[config.mk]
export PLATFORM = sky130hd
export DESIGN_NAME = pll_reset_gen
export DESIGN_NICKNAME = d
export VERILOG_FILES = /design/src/rtl/pll_reset_gen_pkg.sv /design/src/rtl/sync_ff2.sv /design/src/rtl/pll_reset_gen.sv
export SDC_FILE = /design/constraint.sdc
export NUM_CORES = 1
export LEC_CHECK = 0
export ABC_AREA = 1
export BUFFER_PORTS_ARGS = -buffer_cell sky130_fd_sc_hd__buf_2
export CAP_MARGIN = 25
export CORE_MARGIN = 4
export CORE_UTILIZATION = 52
export DETAILED_ROUTE_END_ITERATION = 10
export GPL_TIMING_DRIVEN = 1
export PLACE_DENSITY = 0.8
export SETUP_SLACK_MARGIN = 0.02
export SLEW_MARGIN = 20
export SYNTH_ARGS = -nofsm -noshare
export SYNTH_HDL_FRONTEND = slang
export SYNTH_HIERARCHICAL = 1
export SYNTH_SLANG_ARGS = --single-unit
[constraint.sdc]
create_clock -name clock -period 2 [get_ports clock]
set_clock_uncertainty 0.15 [all_clocks]
set_input_delay 0.4 -clock clock [delete_from_list [all_inputs] [get_ports clock]]
set_output_delay 0.4 -clock clock [all_outputs]
set_load 0.1 [all_outputs]
[src/rtl/pll_reset_gen_pkg.sv]
// -----------------------------------------------------------------------------
// pll_reset_gen_pkg
// Shared definitions for the lock-qualified reset sequencer.
//   - PRG_STATE_W : width of the exported FSM state
//   - prg_state_e : IDLE=0, STABLE=1, HOLD=2, RUN=3
//   - prg_max     : elaboration-time helper used to size the cycle counter
// -----------------------------------------------------------------------------
package pll_reset_gen_pkg;

  localparam int PRG_STATE_W = 2;

  typedef enum logic [PRG_STATE_W-1:0] {
    PRG_IDLE   = 2'd0,
    PRG_STABLE = 2'd1,
    PRG_HOLD   = 2'd2,
    PRG_RUN    = 2'd3
  } prg_state_e;

  function automatic int prg_max(input int a, input int b);
    return (a > b) ? a : b;
  endfunction

endpackage

[src/rtl/sync_ff2.sv]
// -----------------------------------------------------------------------------
// sync_ff2
// Two-flop synchronizer for a single asynchronous status bit. Both flops
// clear to 0 under a synchronous active-low reset.
//   clk_i  : destination clock
//   rst_ni : synchronous active-low reset
//   d_i    : asynchronous input
//   q_o    : synchronized output (two destination-clock edges of latency)
// -----------------------------------------------------------------------------
module sync_ff2 (
  input  logic clk_i,
  input  logic rst_ni,
  input  logic d_i,
  output logic q_o
);

  logic meta_q;
  logic sync_q;

  // Two-stage capture of the asynchronous input.
  always_ff @(posedge clk_i) begin
    if (!rst_ni) begin
      meta_q <= 1'b0;
      sync_q <= 1'b0;
    end else begin
      meta_q <= d_i;
      sync_q <= meta_q;
    end
  end

  assign q_o = sync_q;

endmodule

[src/rtl/pll_reset_gen.sv]
// -----------------------------------------------------------------------------
// pll_reset_gen
// Lock-qualified reset sequencer for logic clocked by a PLL output. The PLL
// lock flag is synchronized, must stay high for STABLE_CYCLES, then reset is
// held for HOLD_CYCLES more before release. Any lock loss returns to IDLE.
//
// Ports:
//   clock        : PLL output clock, rising edge
//   reset_n      : synchronous active-low reset
//   locked_async : PLL lock flag, asynchronous to clock
//   clear_count  : synchronous clear of loss_count
//   rst_out      : active-high design reset (registered)
//   ready        : high iff in RUN (registered)
//   state        : FSM state (IDLE=0, STABLE=1, HOLD=2, RUN=3)
//   loss_count   : saturating count of lock losses seen in HOLD or RUN
//
// Build option: define PLL_RESET_GEN_LOSS_CNT_EN to build the lock-loss
// counter. Without it loss_count is tied to 0 and clear_count is ignored.
// -----------------------------------------------------------------------------
module pll_reset_gen
  import pll_reset_gen_pkg::*;
#(
  parameter int STABLE_CYCLES = 1024,
  parameter int HOLD_CYCLES   = 16,
  parameter int CNT_W         = 8
) (
  input  logic                   clock,
  input  logic                   reset_n,
  input  logic                   locked_async,
  input  logic                   clear_count,
  output logic                   rst_out,
  output logic                   ready,
  output logic [PRG_STATE_W-1:0] state,
  output logic [CNT_W-1:0]       loss_count
);

  localparam int CYC_W = $clog2(prg_max(STABLE_CYCLES, HOLD_CYCLES) + 1);
  localparam logic [CYC_W-1:0] STABLE_LAST = CYC_W'(STABLE_CYCLES - 1);
  localparam logic [CYC_W-1:0] HOLD_LAST   = CYC_W'(HOLD_CYCLES - 1);
  localparam logic [CYC_W-1:0] CYC_ZERO    = {CYC_W{1'b0}};
  localparam logic [CYC_W-1:0] CYC_ONE     = CYC_W'(1'b1);

  logic       lock_s;
  prg_state_e state_q, state_d;
  logic [CYC_W-1:0] cyc_q, cyc_d;
  logic       rst_q, rst_d;
  logic       ready_q, ready_d;

  sync_ff2 u_lock_sync (
    .clk_i  (clock),
    .rst_ni (reset_n),
    .d_i    (locked_async),
    .q_o    (lock_s)
  );

  // Next-state and cycle-counter logic; lock loss takes priority over expiry.
  always_comb begin
    state_d = state_q;
    cyc_d   = cyc_q;
    case (state_q)
      PRG_IDLE: begin
        cyc_d = CYC_ZERO;
        if (lock_s) begin
          state_d = PRG_STABLE;
        end else begin
          state_d = PRG_IDLE;
        end
      end
      PRG_STABLE: begin
        if (!lock_s) begin
          state_d = PRG_IDLE;
          cyc_d   = CYC_ZERO;
        end else if (cyc_q == STABLE_LAST) begin
          state_d = PRG_HOLD;
          cyc_d   = CYC_ZERO;
        end else begin
          state_d = PRG_STABLE;
          cyc_d   = cyc_q + CYC_ONE;
        end
      end
      PRG_HOLD: begin
        if (!lock_s) begin
          state_d = PRG_IDLE;
          cyc_d   = CYC_ZERO;
        end else if (cyc_q == HOLD_LAST) begin
          state_d = PRG_RUN;
          cyc_d   = CYC_ZERO;
        end else begin
          state_d = PRG_HOLD;
          cyc_d   = cyc_q + CYC_ONE;
        end
      end
      PRG_RUN: begin
        cyc_d = CYC_ZERO;
        if (!lock_s) begin
          state_d = PRG_IDLE;
        end else begin
          state_d = PRG_RUN;
        end
      end
      default: begin
        state_d = PRG_IDLE;
        cyc_d   = CYC_ZERO;
      end
    endcase
  end

  // rst_out/ready are decoded from the next state so they land on the same
  // edge as the state register without a combinational path from state_q.
  always_comb begin
    rst_d   = (state_d != PRG_RUN);
    ready_d = (state_d == PRG_RUN);
  end

  // FSM state, cycle counter and the registered reset/ready outputs.
  always_ff @(posedge clock) begin
    if (!reset_n) begin
      state_q <= PRG_IDLE;
      cyc_q   <= CYC_ZERO;
      rst_q   <= 1'b1;
      ready_q <= 1'b0;
    end else begin
      state_q <= state_d;
      cyc_q   <= cyc_d;
      rst_q   <= rst_d;
      ready_q <= ready_d;
    end
  end

  assign state   = state_q;
  assign rst_out = rst_q;
  assign ready   = ready_q;

`ifdef PLL_RESET_GEN_LOSS_CNT_EN
  logic             loss_event_s;
  logic [CNT_W-1:0] loss_q, loss_d;

  // Drops in STABLE are jitter; only drops after qualification count.
  assign loss_event_s = !lock_s && ((state_q == PRG_HOLD) || (state_q == PRG_RUN));

  // Saturating loss counter; a clear coinciding with a loss leaves 1.
  always_comb begin
    loss_d = loss_q;
    if (clear_count && loss_event_s) begin
      loss_d = CNT_W'(1'b1);
    end else if (clear_count) begin
      loss_d = {CNT_W{1'b0}};
    end else if (loss_event_s && (loss_q != {CNT_W{1'b1}})) begin
      loss_d = loss_q + CNT_W'(1'b1);
    end else begin
      loss_d = loss_q;
    end
  end

  // Loss counter register.
  always_ff @(posedge clock) begin
    if (!reset_n) begin
      loss_q <= {CNT_W{1'b0}};
    end else begin
      loss_q <= loss_d;
    end
  end

  assign loss_count = loss_q;
`else
  logic unused_clear_s;
  assign unused_clear_s = clear_count;
  assign loss_count     = {CNT_W{1'b0}};
`endif

endmodule

==> results of run 1 <==
Yosys cell counts (all sizes together):
cell	count
a21oi	4
nand2	27
dfxtp	17
nand4	3
inv	14
buf	8
o211ai	1
nor3	3
xnor2	1
conb	1
nand3	6
o21bai	1
nor2	24
ha	1
xor2	5
state kept, by name, indices dropped and copies added (netlist names):
signal and count:
cyc_q 11, state 2, ready 1, rst_out 1
u_lock_sync/meta_q 1, u_lock_sync/q_o 1
kinds of logic (layout without fill, tap and decap cells):
| group | count (synthesis) | after routing |
|---|---|---|
| simple gates | 63 | 63 |
| buf+inv | 22 | 24 |
| flops | 17 | 17 |
| compound gates | 6 | 6 |
| xor+xnor | 6 | 6 |
| fa+ha+maj | 1 | 1 |
| other cells | 1 | 8 |
per-layer routing:
metal / GRT usage (%) / up-vias
met3: 4.511 / 6
met4: 8.065 / 0
met2: 20.05 / 22
li1: - / 359
met1: 16.63 / 297
met5: 0 / -
cell type report:
cell class                      instances  area share [%]
Multi-Input combinational cell         84           46.44
Timing Repair Buffer                    6           3.419
Sequential cell                        17           38.75
Tap cell                               16           2.279
Clock inverter                          1          0.5698
Inverter                               14           5.983
Clock buffer                            3           2.564
power groups by stage:
stage          registers (mW)  logic, mW  clock network, mW
2_1_floorplan           0.355     0.0812                  0
3_3_place_gp            0.351     0.0781                  0
3_5_place_dp            0.351     0.0784                  0
4_1_cts                 0.343     0.0785              0.186
5_1_grt                 0.343     0.0817              0.202
6_report                0.343     0.0787              0.179
per-stage QoR:
step | hold WS, ns | util [%] | std cells | cell area, µm²
global route | 0.1612 | 58.31 | 141 | 878.3
detailed placement | 0.2567 | 56.48 | 137 | 850.8
floorplan | 0.2400 | - | 123 | 860.8
finish | 0.1342 | 58.31 | 141 | 878.3
global placement | 0.2460 | 56.48 | 137 | 850.8
CTS | 0.1290 | 58.31 | 141 | 878.3
worst min path at each step:
stage               slack [ns]  cells past startpoint                             to                           from
finish                    0.13                      3  u_lock_sync/meta_q$_SDFF_PN0_                   locked_async
global route              0.16                      3  u_lock_sync/meta_q$_SDFF_PN0_                   locked_async
CTS                       0.13                      3  u_lock_sync/meta_q$_SDFF_PN0_                   locked_async
detailed placement        0.26                      2     u_lock_sync/q_o$_SDFF_PN0_  u_lock_sync/meta_q$_SDFF_PN0_
global placement          0.25                      2     u_lock_sync/q_o$_SDFF_PN0_  u_lock_sync/meta_q$_SDFF_PN0_
floorplan                 0.24                      2     u_lock_sync/q_o$_SDFF_PN0_  u_lock_sync/meta_q$_SDFF_PN0_
==> run summary, run 1 <==
Compound-Gate Fraction of Synth Area - 4.198%
Placement Setup Slack - 0.4266 ns
dpl hpwl - 1.048 mm
Clock transition at path regs - 0.10 ns
Die Width - 48.06 µm
port buffer count - 6
max incr delay on CP - 0.47 ns
DR vias - 684
Area contributors post-synth - dfxtp_1 (41%), nand2_1 (11%), nor2_1 (9.9%)
Routability Congestion - 0.7716
Post-DRT Antenna Nets - 0
Core ar. - 1506 µm²
gr usage total - 13.45%
WS Path Type - flip-flop to output pin
Filler cells - 154
TritonRoute pass-1 iters - 4
Residual DRC - 0
Seq pwr share - 57.1%
clk buf depth - 2
RSZ-0062 raised after global routing - false
die height - 48.06 µm
Top delay family on crit path - buffers and inverters
metal2 WL - 626 µm
Reg-to-Reg End - cyc_q[4]$_SDFF_PN0_
worst setup path startpoint - state[0]$_SDFF_PN0_
Register Area - 340.3 µm²
switching power total - 182.2 µW
status - finished clean
Crit path required time - 1.45 ns
synthesis-to-finish area growth - 5.247%
I/O pins - 16
max-slew violations - 0
Post-Synth Simple-Gate Area - 33.28%
# nets final - 131
Root Buffer - clkbuf_4
critical-path maximum fanout - 7
vias in the first global route - 529
Worst Slack Setup Final - 0.2442 ns
met1 WL - 561 µm
Mapped Avg Cell Area - 7.194 µm²
Clk pwr share - 29.8%
sequential area share after synthesis - 40.78%
worst hold path class - input port to flip-flop
cell breakdown of the critical path - buf_2
TNS Setup - 0 ns
largest net degree at the start of global routing - 11
largest area contributor in the netlist - dfxtp_1
total routed wirelength - 1.320 mm
FMAX - 569.5 MHz
final worst-path cycle share - 87.79%
Post-Synth Adder-Cell Area - 1.499%
synthesized area - 834.6 µm²
Pint - 418.7 µW
CP startpoint kind - flip-flop
largest family of logic cells by synthesized area - simple AND/OR/NAND/NOR gates
switching share of power - 30.32%
min cycle time layout - 1.756 ns
Top Metal Used - met4
commonest non-fill, non-tap cells in the layout - nand2_1 (24), nor2_1 (22), dfxtp_1 (17), inv_1 (14), conb_1 (8)
gate count of the mapped netlist - 116
Critical path destination - state[0]
Avg Vias per Cell - 4.851
post-synthesis mux area share - 0%
Overflow after GRT - 0
first-pass GRT wire length - 2.118 mm
top-area cell type share of the netlist area - 40.78%
post-CTS setup buffer count - 0
CP max stage cell - buf_2
final setup fails - 0
Cell Pwr Density - 684.1 nW/µm²
antenna violations before repair - 0
CTS buffer count - 3
initial DRC count - 14
Crit path arrival time - 1.21 ns
Worst VDD drop - 434.2 µV
Resize count post-CTS - 0
met3 routed WL - 108 µm
most common cell after layout, fill and taps aside - nand2_1
Leak - 0.3762 nW
# rows - 14
RR Startpoint - cyc_q[0]$_SDFF_PN0_
wire per inst - 9.362 µm
Crit. End Element - output pin
fraction of layout instances using a drive strength above 1 - 12.80%
number of synthesized register bits - 17
Hold Buf Count CTS - 0
cell count along the critical path - 1
Ant. Diodes - 0
Fin. Hold Viols - 0
Synth Area in XOR/XNOR - 6.297%
maxcap violations - 0
CTS Sinks - 17
CTS tree - done
H-tree levels - 1
die area - 2310 µm²
multi-input gate area in the final layout - 407.9 µm²
worst reg-to-reg path cell count - 8
Critical path buffers and inverters - 1
post-synth cell types - 19
Comb pwr share - 13.1%
Total Power - 600.9 µW
Synth warnings - 6
Worst-Skew Late Latency - 0.29 ns
Initial Util - 55.40%
Worst R2R Setup Slack - 0.42 ns
(Power assumes the default switching activity.)
==> inputs of run 2 (changes only) <==
==> constraint.sdc (replaced) <==
create_clock -name clock -period 2 [get_ports clock]
set_clock_uncertainty 0.15 [all_clocks]
set_input_delay 0.2 -clock clock [delete_from_list [all_inputs] [get_ports clock]]
set_output_delay 0.2 -clock clock [all_outputs]
set_load 0.1 [all_outputs]
==> run 2 against run 1 <==
  * Design area is 1.1% higher
  * Setup slack better by 0.16 ns
  * Global-route usage is 0.53 points higher
  * Register-to-register slack hardly changed
  * Clock-buffer cell count stayed put
  * Combinational power is 2% higher
  * First-iteration DRC count is 43% higher
  * Sequential power hardly changed
  * Critical path type is now flip-flop to flip-flop
  * Critical endpoint is now cyc_q[4]$_SDFF_PN0_
  * Largest cell class unchanged
  * Highest routed layer is now met3
==> run summary, run 2 (synthesis gave the netlist of run 1 again) <==
Crit path required time - 2.03 ns
# nets final - 132
Filler cells - 153
# rows - 14
clk buf depth - 2
CP startpoint kind - flip-flop
WS Path Type - flip-flop to flip-flop
RSZ-0062 raised after global routing - false
status - finished clean
Crit path arrival time - 1.63 ns
Core ar. - 1506 µm²
I/O pins - 16
Critical path destination - cyc_q[4]$_SDFF_PN0_
Fin. Hold Viols - 0
placed cell area - 850.8 µm²
wire per inst - 9.627 µm
worst hold path class - input port to flip-flop
largest net degree at the start of global routing - 11
worst reg-to-reg path cell count - 8
min cycle time layout - 1.593 ns
Initial Util - 55.40%
Crit. End Element - flip-flop
met3 routed WL - 109 µm
Worst VDD drop - 485.5 µV
non-filler cells in the finished layout - 142
Avg Vias per Cell - 4.754
Leak - 0.3804 nW
H-tree levels - 1
placed cell count - 137
CTS tree - done
worst setup path startpoint - cyc_q[0]$_SDFF_PN0_
most common cell after layout, fill and taps aside - nand2_1
antenna violations before repair - 0
DR vias - 675
Post-DRT Antenna Nets - 0
first-pass GRT wire length - 2.249 mm
largest reg by FF count - cyc_q
metal2 WL - 651 µm
dpl hpwl - 1.057 mm
Top Metal Used - met3
gr usage total - 13.98%
Die Width - 48.06 µm
Resize count post-CTS - 0
CTS Sinks - 17
die height - 48.06 µm
TritonRoute pass-1 iters - 4
Clock transition at path regs - 0.10 ns
final cell area excluding filler cells - 888.4 µm²
final worst-path cycle share - 79.65%
TNS Setup - 0 ns
CTS buffer count - 3
FMAX - 627.8 MHz
Root Buffer - clkbuf_4
Worst R2R Setup Slack - 0.41 ns
Reg-to-Reg End - cyc_q[4]$_SDFF_PN0_
final setup fails - 0
Ant. Diodes - 0
Worst-Skew Late Latency - 0.29 ns
port buffer count - 6
max reg flops - 11
commonest non-fill, non-tap cells in the layout - nand2_1 (24), nor2_1 (22), dfxtp_1 (17), inv_1 (14), conb_1 (8)
Total Power - 601.1 µW
Residual DRC - 0
vias in the first global route - 563
max-slew violations - 0
synthesis-to-finish area growth - 6.447%
total routed wirelength - 1.367 mm
die area - 2310 µm²
critical-path maximum fanout - 10
fraction of layout instances using a drive strength above 1 - 12.70%
Overflow after GRT - 0
maxcap violations - 0
initial DRC count - 20
met1 WL - 606 µm
RR Startpoint - cyc_q[0]$_SDFF_PN0_
Cell Pwr Density - 676.7 nW/µm²
Routability Congestion - 0.7717
[run 2: cell types whose count changed in the layout (fill, tap and decap cells not counted)]
cell,previous run,this run
dlygate4sd3_1,0,1
[run 2: how the worst min path moves through the flow]
stage,cells past startpoint,from,endpoint,slack (ns)
after floorplan,1,reset_n,rst_out$_SDFF_PN1_,0.14
after global placement,3,locked_async,u_lock_sync/meta_q$_SDFF_PN0_,0.23
after detailed placement,3,locked_async,u_lock_sync/meta_q$_SDFF_PN0_,0.23
after CTS,2,reset_n,rst_out$_SDFF_PN1_,0.03
after global routing,2,reset_n,rst_out$_SDFF_PN1_,0.04
final,2,reset_n,rst_out$_SDFF_PN1_,0.03
[run 2: area by class of cell]
cell class                 instances  area [µm²]  share of cell area [%]
timing repair buffer               7       40.04                   4.507
multi-input combinational         84       407.9                   45.92
clock buffer                       3       22.52                   2.535
clock inverter                     1       5.005                  0.5634
sequential                        17       340.3                   38.31
inverter                          14       52.55                   5.915
tap                               16       20.02                   2.254
[run 2: through the flow]
step                      utilization, %  hold WS (ns)  worst slack [ns]
final                              58.97       0.02960            0.4070
after floorplan                        -        0.1383            0.1104
after detailed placement           56.48        0.2319            0.4200
after global placement             56.48        0.2306            0.4367
after global routing               58.97       0.03816            0.2821
after CTS                          58.97       0.02653            0.4019
[run 2: layer usage]
| metal | global-route usage, % | vias to the layer above |
|---|---|---|
| li1 | - | 369 |
| met1 | 17.75 | 281 |
| met2 | 22.16 | 25 |
| met3 | 2.256 | 0 |
| met4 | 8.065 | 0 |
| met5 | 0 | - |
[run 2: where the power goes]
group | internal [mW] | switching (mW) | total [mW]
logic | 0.00486 | 0.0753 | 0.0801
registers | 0.341 | 0.00222 | 0.343
clock network | 0.0744 | 0.104 | 0.178
total | 0.420 | 0.181 | 0.601
[run 2: critical path, stage by stage, from the launching register on]
cell and delay (ns):
dfxtp_1 0.36, ha_1 0.23, nand3_2 0.14, nor2_2 0.15
nand3_1 0.13, nand2_2 0.10, nand2_2 0.06, nand2_4 0.11
nor2_1 0.06
[run 2: what timing repair did]
action,CTS,global route
endpoints found under the hold margin,1,0
endpoints found under the setup margin,0,0
hold buffers,1,0
setup buffers,0,0
